--- src/rtl/seg7_mux_display.sv ---
// Multiplexed common-anode 7-segment driver: sequential double-dabble converter,
// single-clock refresh scan, tear-free digit latch. Option: SEG7_LEADING_ZERO_BLANK_EN.

module seg7_dd_adj (
  input  logic [3:0] nib_i,
  output logic [3:0] nib_o
);
  assign nib_o = (nib_i >= 4'd5) ? nib_i + 4'd3 : nib_i;
endmodule

module seg7_mux_display #(
  parameter int NUM_DIGITS  = 4,
  parameter int IN_WIDTH    = 8,
  parameter int REFRESH_DIV = 50_000
) (
  input  logic                  clk,
  input  logic                  reset,
  input  logic [IN_WIDTH-1:0]   number,
  output logic                  busy,
  output logic                  overflow,
  output logic [6:0]            seg7,
  output logic [NUM_DIGITS-1:0] select
);

  function automatic int dec_digits(input int w);
    longint v;
    int     n;
    v = (longint'(1) << w) - 1;
    n = 1;
    for (int k = 0; k < 10; k++) begin
      if (v >= 10) begin
        v = v / 10;
        n++;
      end
    end
    return n;
  endfunction

  localparam int BCD_N = dec_digits(IN_WIDTH);
  localparam int IT_W  = $clog2(IN_WIDTH + 1);
  localparam int CNT_W = (REFRESH_DIV > 1) ? $clog2(REFRESH_DIV) : 1;
  localparam int IDX_W = (NUM_DIGITS > 1) ? $clog2(NUM_DIGITS) : 1;

  localparam logic [6:0] SEG_BLANK = 7'b1111111;
  localparam logic [6:0] SEG_DASH  = 7'b0111111;

  function automatic logic [6:0] dig7(input logic [3:0] d);
    case (d)
      4'd0:    return 7'b1000000;
      4'd1:    return 7'b1111001;
      4'd2:    return 7'b0100100;
      4'd3:    return 7'b0110000;
      4'd4:    return 7'b0011001;
      4'd5:    return 7'b0010010;
      4'd6:    return 7'b0000010;
      4'd7:    return 7'b1111000;
      4'd8:    return 7'b0000000;
      4'd9:    return 7'b0010000;
      default: return SEG_BLANK;
    endcase
  endfunction

  typedef enum logic [1:0] {S_IDLE, S_SHIFT, S_DONE} state_t;

  state_t                      state_q, state_d;
  logic [IT_W-1:0]             it_q, it_d;
  logic [IN_WIDTH-1:0]         bin_q, bin_d;
  logic [BCD_N-1:0][3:0]       bcd_q, bcd_d, bcd_adj;
  logic [NUM_DIGITS-1:0][3:0]  disp_q, disp_new;
  logic [BCD_N-1:0]            hi_nz;
  logic                        ovf_q, ovf_new;
  logic                        load, shift_en, latch;
  logic [CNT_W-1:0]            cnt_q, cnt_d;
  logic [IDX_W-1:0]            idx_q, idx_d;
  logic                        tick;
  logic [NUM_DIGITS-1:0]       blank;
  logic [NUM_DIGITS-1:0]       sel_q, sel_d;
  logic [6:0]                  seg_q, seg_d;

  // Converter FSM
  always_ff @(posedge clk) begin
    if (reset) state_q <= S_IDLE;
    else       state_q <= state_d;
  end

  always_comb begin
    state_d = state_q;
    unique case (state_q)
      S_IDLE:  state_d = S_SHIFT;
      S_SHIFT: if (it_q == IT_W'(IN_WIDTH - 1)) state_d = S_DONE;
      S_DONE:  state_d = S_IDLE;
      default: state_d = S_IDLE;
    endcase
  end

  always_comb begin
    load     = (state_q == S_IDLE);
    shift_en = (state_q == S_SHIFT);
    latch    = (state_q == S_DONE);
    busy     = shift_en;
  end

  // Double-dabble datapath: adjust every nibble, then shift {bcd, bin} left.
  for (genvar i = 0; i < BCD_N; i++) begin : g_nib
    seg7_dd_adj u_adj (.nib_i(bcd_q[i]), .nib_o(bcd_adj[i]));
    if (i < NUM_DIGITS) begin : g_shown
      assign disp_new[i] = bcd_q[i];
      assign hi_nz[i]    = 1'b0;
    end else begin : g_hidden
      assign hi_nz[i] = |bcd_q[i];
    end
  end
  for (genvar i = BCD_N; i < NUM_DIGITS; i++) begin : g_pad
    assign disp_new[i] = 4'd0;
  end
  assign ovf_new = |hi_nz;

  always_comb begin
    bin_d = bin_q;
    bcd_d = bcd_q;
    it_d  = it_q;
    if (load) begin
      bin_d = number;
      bcd_d = '0;
      it_d  = '0;
    end else if (shift_en) begin
      {bcd_d, bin_d} = {bcd_adj, bin_q} << 1;
      it_d           = it_q + IT_W'(1);
    end
  end

  always_ff @(posedge clk) begin
    if (reset) begin
      bin_q <= '0;
      bcd_q <= '0;
      it_q  <= '0;
    end else begin
      bin_q <= bin_d;
      bcd_q <= bcd_d;
      it_q  <= it_d;
    end
  end

  // All digits and overflow move together so the scan never shows a mixed value.
  always_ff @(posedge clk) begin
    if (reset) begin
      disp_q <= '0;
      ovf_q  <= 1'b0;
    end else if (latch) begin
      disp_q <= disp_new;
      ovf_q  <= ovf_new;
    end
  end

  // Refresh scan
  assign tick = (cnt_q == CNT_W'(REFRESH_DIV - 1));

  always_comb begin
    cnt_d = tick ? '0 : cnt_q + CNT_W'(1);
    idx_d = idx_q;
    if (tick) idx_d = (idx_q == IDX_W'(NUM_DIGITS - 1)) ? '0 : idx_q + IDX_W'(1);
  end

  always_ff @(posedge clk) begin
    if (reset) begin
      cnt_q <= '0;
      idx_q <= '0;
    end else begin
      cnt_q <= cnt_d;
      idx_q <= idx_d;
    end
  end

`ifdef SEG7_LEADING_ZERO_BLANK_EN
  // lz[i]: digit i and every digit above it are zero; the ones digit is never blanked
  logic [NUM_DIGITS-1:0] lz;
  for (genvar i = 0; i < NUM_DIGITS; i++) begin : g_lz
    if (i == NUM_DIGITS - 1) begin : g_top
      assign lz[i] = (disp_q[i] == 4'd0);
    end else begin : g_mid
      assign lz[i] = (disp_q[i] == 4'd0) && lz[i+1];
    end
    if (i == 0) begin : g_ones
      assign blank[i] = 1'b0;
    end else begin : g_upper
      assign blank[i] = lz[i];
    end
  end
`else
  assign blank = '0;
`endif

  always_comb begin
    sel_d = ~(NUM_DIGITS'(1) << idx_q);
    if (ovf_q)             seg_d = SEG_DASH;
    else if (blank[idx_q]) seg_d = SEG_BLANK;
    else                   seg_d = dig7(disp_q[idx_q]);
  end

  always_ff @(posedge clk) begin
    if (reset) begin
      sel_q <= '1;
      seg_q <= SEG_BLANK;
    end else begin
      sel_q <= sel_d;
      seg_q <= seg_d;
    end
  end

  assign select   = sel_q;
  assign seg7     = seg_q;
  assign overflow = ovf_q;

endmodule

--- config.mk ---
export PLATFORM = sky130hd
export DESIGN_NAME = seg7_mux_display
export DESIGN_NICKNAME = d
export VERILOG_FILES = /design/src/rtl/seg7_mux_display.sv
export SDC_FILE = /design/constraint.sdc
export NUM_CORES = 1
export LEC_CHECK = 0
export BUFFER_PORTS_ARGS = -buffer_cell sky130_fd_sc_hd__buf_2
export CORE_MARGIN = 5
export CORE_UTILIZATION = 35
export CTS_CLUSTER_DIAMETER = 120
export DETAILED_ROUTE_END_ITERATION = 6
export PLACE_DENSITY_LB_ADDON = 0.08
export SYNTH_ARGS = -nofsm -noshare
export SYNTH_HDL_FRONTEND = slang
export SYNTH_SLANG_ARGS = --single-unit
--- constraint.sdc ---
create_clock -name clk -period 1.8 [get_ports clk]
set_input_delay 0.09 -clock clk [delete_from_list [all_inputs] [get_ports clk]]
set_output_delay 0.09 -clock clk [all_outputs]
set_load 0.05 [all_outputs]
After elaboration in Yosys (flattened, before gate mapping)
Memory sizes are Yosys's and may differ from the RTL's. A register that Yosys moved wholly into a read port is not among the register bits.
Cells that the tools add are included.

word-level totals
  input bits = 10
  register bits = 60
  word-level logic and storage cells = 48
  memories = 1
  output and inout port bits = 13
  bits in read-only memories = 112

operators by class
  muxes and demuxes = 12
  shift-type cells = 1
  bitwise gates (word level) = 1
  reduce and logical (&&, ||, !) cells = 5
  $add $sub $neg = 6
  equal/unequal tests = 6
  magnitude comparators = 4

memories
  memory            words  width  rd ports  clocked after memory_dff  wr ports  line  RTL
  (name not given)  16     7      1         1                         0         48    case (d)

operators by type and width
  cell                   count
  $add 16x1->16 const B  1
  $eq 16x16->1 const B   1
  $mux 8                 2
  $ge 4x3->1 const B     3
  $mux 4                 3
  $add 4x2->4 const B    2
  $bmux 4 s2             1
  $reduce_or 2->1        3
  $add 4x1->4 const B    1
  $eq 2x2->1 const B     2
  $eq 4x3->1 const B     1
  $mux 2                 2
  $not 4->4              1
  $pmux 2 s2             1
  $shl 1x2->4 const A    1
  $add 3x2->3 const B    1
  $lt 2x3->1 const B     1
  $mux 3                 1
  $add 2x1->2 const B    1
  $bmux 1 s2             1
  $eq 2x1->1 const B     1
  $logic_not 2->1        1
  $ne 2x1->1 const B     1
  $reduce_bool 2->1      1
  $mux 1                 1

Longest topological paths before layout
  word-level depth = 3
  mapped depth = 8
  mapped depth without buffers = 7

By module
Synthesis repeated with hierarchy kept, for this count alone.

unflattened totals
  cell total of the unflattened synthesis = 370
  area total of the unflattened synthesis = 3189.3 sq um

modules (own cells, without submodules)
  module            cells an instance  instances  sequential area each (sq um)  area an instance (sq um)
  seg7_mux_display  322                1          1341.3                        2885.3
  seg7_dd_adj       16                 3          0.0                           101.3

Worst setup path after synthesis
OpenSTA, ideal clock, no wires.

  path kind = register to register
  start = register idx_q[1]
  end = register seg_q[6], in the netlist seg7[6]
  period minus slack after synthesis = 1.685 ns
  library setup time = 0.126 ns
  buffers on the path = 1
  data arrival time = 1.559 ns
  stages on the path, launching flop included = 8
  data required time = 1.674 ns
  slack = 0.115 ns
  cells stage by stage = dfxtp_1 > buf_4 > mux2i_1 > a2bb2oi_2 > inv_1 > ha_1 > nor4_1 > a21oi_1

on the way
  cells in the longest elaborated chain, start to end = 3
  elaborated cells between the ends (all ways) = 5
  classes of those cells = mux: 4; reduce/logical: 1

ends and longest elaborated chain
  element                           line  RTL
  from (decl)                       74    logic [IDX_W-1:0] idx_q, idx_d;
  from (signal assigned)            170   idx_q <= idx_d;
  $bmux 1 s2                        196   else if (blank[idx_q]) seg_d = SEG_BLANK;
  $mux 1 (not written as such)      196
  $reduce_or 2->1 (no source line)  n/a
  to (signal assigned)              206   seg_q <= seg_d;
  to (decl)                         78    logic [6:0] seg_q, seg_d;

Several ways; a longest one is shown, not always the timed one. The select of a mux whose other input is x is not followed.
A chain may end at the register's enable or synchronous reset.

Worst setup path after layout
  start = register cnt_q[1]
  end = register idx_q[0]

on the way
  cells in the longest elaborated chain, start to end = 1

ends and longest elaborated chain
  element                 line  RTL
  from (decl)             73    logic [CNT_W-1:0] cnt_q, cnt_d;
  from (signal assigned)  169   cnt_q <= cnt_d;
  $eq 16x16->1            156   assign tick = (cnt_q == CNT_W'(REFRESH_DIV - 1));

No other way between the ends.

==> metrics <==
gr usage total 0.115; vias 2359; hpwl dp 3980 um; die span in x 104 um; setup TNS 0 ps; Layout Skew 10.2 ps; vias in the first global route 2240; required time of the critical path 2070 ps; Tcrit/Tclk final 0.902; total clock buffers created by CTS 9; run status finished clean; number of synthesized flops with an enable pin 0; Setup Buffers After CTS 0; Mapped Area 0.00309 mm2; initial antenna violation count 0; Site Rows 34; PnR Total Power 2.82 mW; remaining antenna violation count 0; leading area contributor after synthesis dfxtp_1; ratio of cells with drive above 1 in the final layout 0.163; GRT Residual Overflow 0; CTS clk-pin slew, worst paths 70 ps; peak supply drop 0.000444 V; Pleak 1.41 nW; hold crit path type input pin to register; CTS tree done; NetSw 0.676 mW; final hold violation count 0; drt initial violations 45; Setup CP Type register to register; Layout area overhead 15.0%; RSZ-0062 raised after global routing no; n_diodes 0; I/O Buffers 21; ys flop type dfxtp_1; yosys warns 0; Initial Util 0.357; PwrDens 793 mW/mm2; Synth cell types 43; CP Max Fanout 5; cell count after synthesis 356; Syn Nets 383; asr flop ratio synth 0; crit end category register; most frequent cells after synthesis dfxtp_1, nor2_1, nand2_1, a21oi_1, ha_1; Core ar. 0.00868 mm2; fin util 0.410; largest net degree at the start of global routing 41; GP Congestion 0.754; CP arrival 1890 ps; final wirelength 5920 um; Bufs on Longest Clock Path 2; switching part of the total 0.240; max_cap viols 0; # clock sinks 67; Pre-antenna DRT Iters 4; Clk pwr share 0.398; Combinational Power Share 0.061; Die Height 104 um; Max Fclk 616 MHz; Nets 414; sequential share of power 0.541; CTS root buf clkbuf_8; count leader, synth dfxtp_1; routed len/inst 11.8 um; I/O pins 23; Max Slew Vio Count 0; register area share after synthesis 0.433; vias per std cell 4.72; Syn Area/Cell 8.69 um2; clk_lat worst skew 340 ps; DRC violations left 0; post-synthesis register bit count 67; first-pass GRT wire length 10400 um; Setup Viol. Count Final 0; Tmin final 1620 ps; ranking of synthesized cells by area dfxtp_1, ha_1, nor2_1; die area 0.0108 mm2; internal power 2.14 mW; number of H-tree levels 3; Synth top area share 0.433; kind of start point of the critical path register
[through the flow]
step / instance area (um2) / hold WS [ps] / cells / setup WS (ps)
4_1_cts: 3550 / 82.9 / 500 / 72.0
5_1_grt: 3560 / 123 / 500 / 44.0
6_report: 3560 / 103 / 500 / 177
3_3_place_gp: 3360 / 322 / 482 / 129
2_1_floorplan: 3090 / 234 / 356 / 115
3_5_place_dp: 3360 / 336 / 482 / 99.2
[worst paths after layout]
| path | from | to | slack (ps) | depth (start not counted) |
|---|---|---|---|---|
| max | cnt_q[1] | idx_q[0] | 180 | 6 |
| min | number[2] | bin_q[2] | 100 | 5 |
| max reg2reg | cnt_q[1] | idx_q[0] | 180 | 6 |
| min reg2reg | disp_q[2] | disp_q[2] | 470 | 2 |
[logic make-up (layout without fill, tap and decap cells)]
group                      Yosys count  count (layout)  synth area share
AOI/OAI and AO/OA                   64              64             0.127
xor gates and xnor gates            20              20            0.0566
adders and majority gates           17              17            0.0687
buffers and inverters               30              66            0.0481
DFF                                 67              67             0.433
muxes                               15              15            0.0489
other                                1               1           0.00121
and+or+nand+nor                    142             142             0.216
[layout by cell type (no fill, tap or decap), drive strengths merged]
cell,Yosys,layout
nor2,52,52
clkinv,0,2
nand3,12,12
nand3b,1,1
buf,8,36
and2,1,1
nor2b,3,3
nor3,3,3
nand2,49,49
inv,12,11
o211ai,2,2
a21o,3,3
nor4b,1,1
mux2i,14,14
a21oi,36,36
conb,1,1
a2bb2oi,2,2
or3,1,1
xor2,9,9
ha,17,17
o2bb2ai,1,1
a32oi,3,3
a211oi,1,1
nor4,3,3
nor3b,3,3
nand2b,5,5
xnor2,11,11
nand4,2,2
dfxtp,67,67
a22oi,5,5
clkinvlp,0,1
and4,3,3
o21ai,11,11
dlygate4sd3,0,2
mux2,1,1
clkbuf,10,14
and3,3,3
[registers in the layout, summed over array words and instances (netlist names)]
register  flops
cnt_q        16
bcd_q        12
disp_q       12
bin_q         8
seg7          7
it_q          4
select        4
idx_q         2
state_q       2
[metal layers]
metal  wire (um)  track usage
met5           0            0
met4          99       0.0472
met3         203       0.0385
met2        2560        0.179
met1        3060        0.146
[area by class of cell]
class / count / area (um2)
fillers: 936 / 5120
multi-input cells: 259 / 1610
well taps: 108 / 135
flip-flops and latches: 67 / 1340
clock buffers: 14 / 163
repair buffers: 38 / 250
clock inverters: 2 / 10.0
inverters: 12 / 48.8
[critical path, stage by stage (launching register included)]
cell,delay [ps]
dfxtp_1,350
ha_1,190
nand3_2,100
nor4_2,250
nand3_2,160
or3_1,360
a21oi_2,140
[power groups by stage]
stage / logic, mW / clock network, mW / registers (mW)
after global routing: 0.192 / 1.24 / 1.53
final: 0.171 / 1.12 / 1.53
after global placement: 0.170 / 0 / 1.56
after floorplan: 0.0952 / 0 / 1.59
after detailed placement: 0.170 / 0 / 1.56
after CTS: 0.175 / 1.19 / 1.53
[repair_timing]
action                     4_1_cts  5_1_grt
setup endpoints to repair        1        3
gates resized for setup          1        2
hold endpoints to repair         2        0
hold buffers                     2        0
Power figures use the tool's default switching activity.
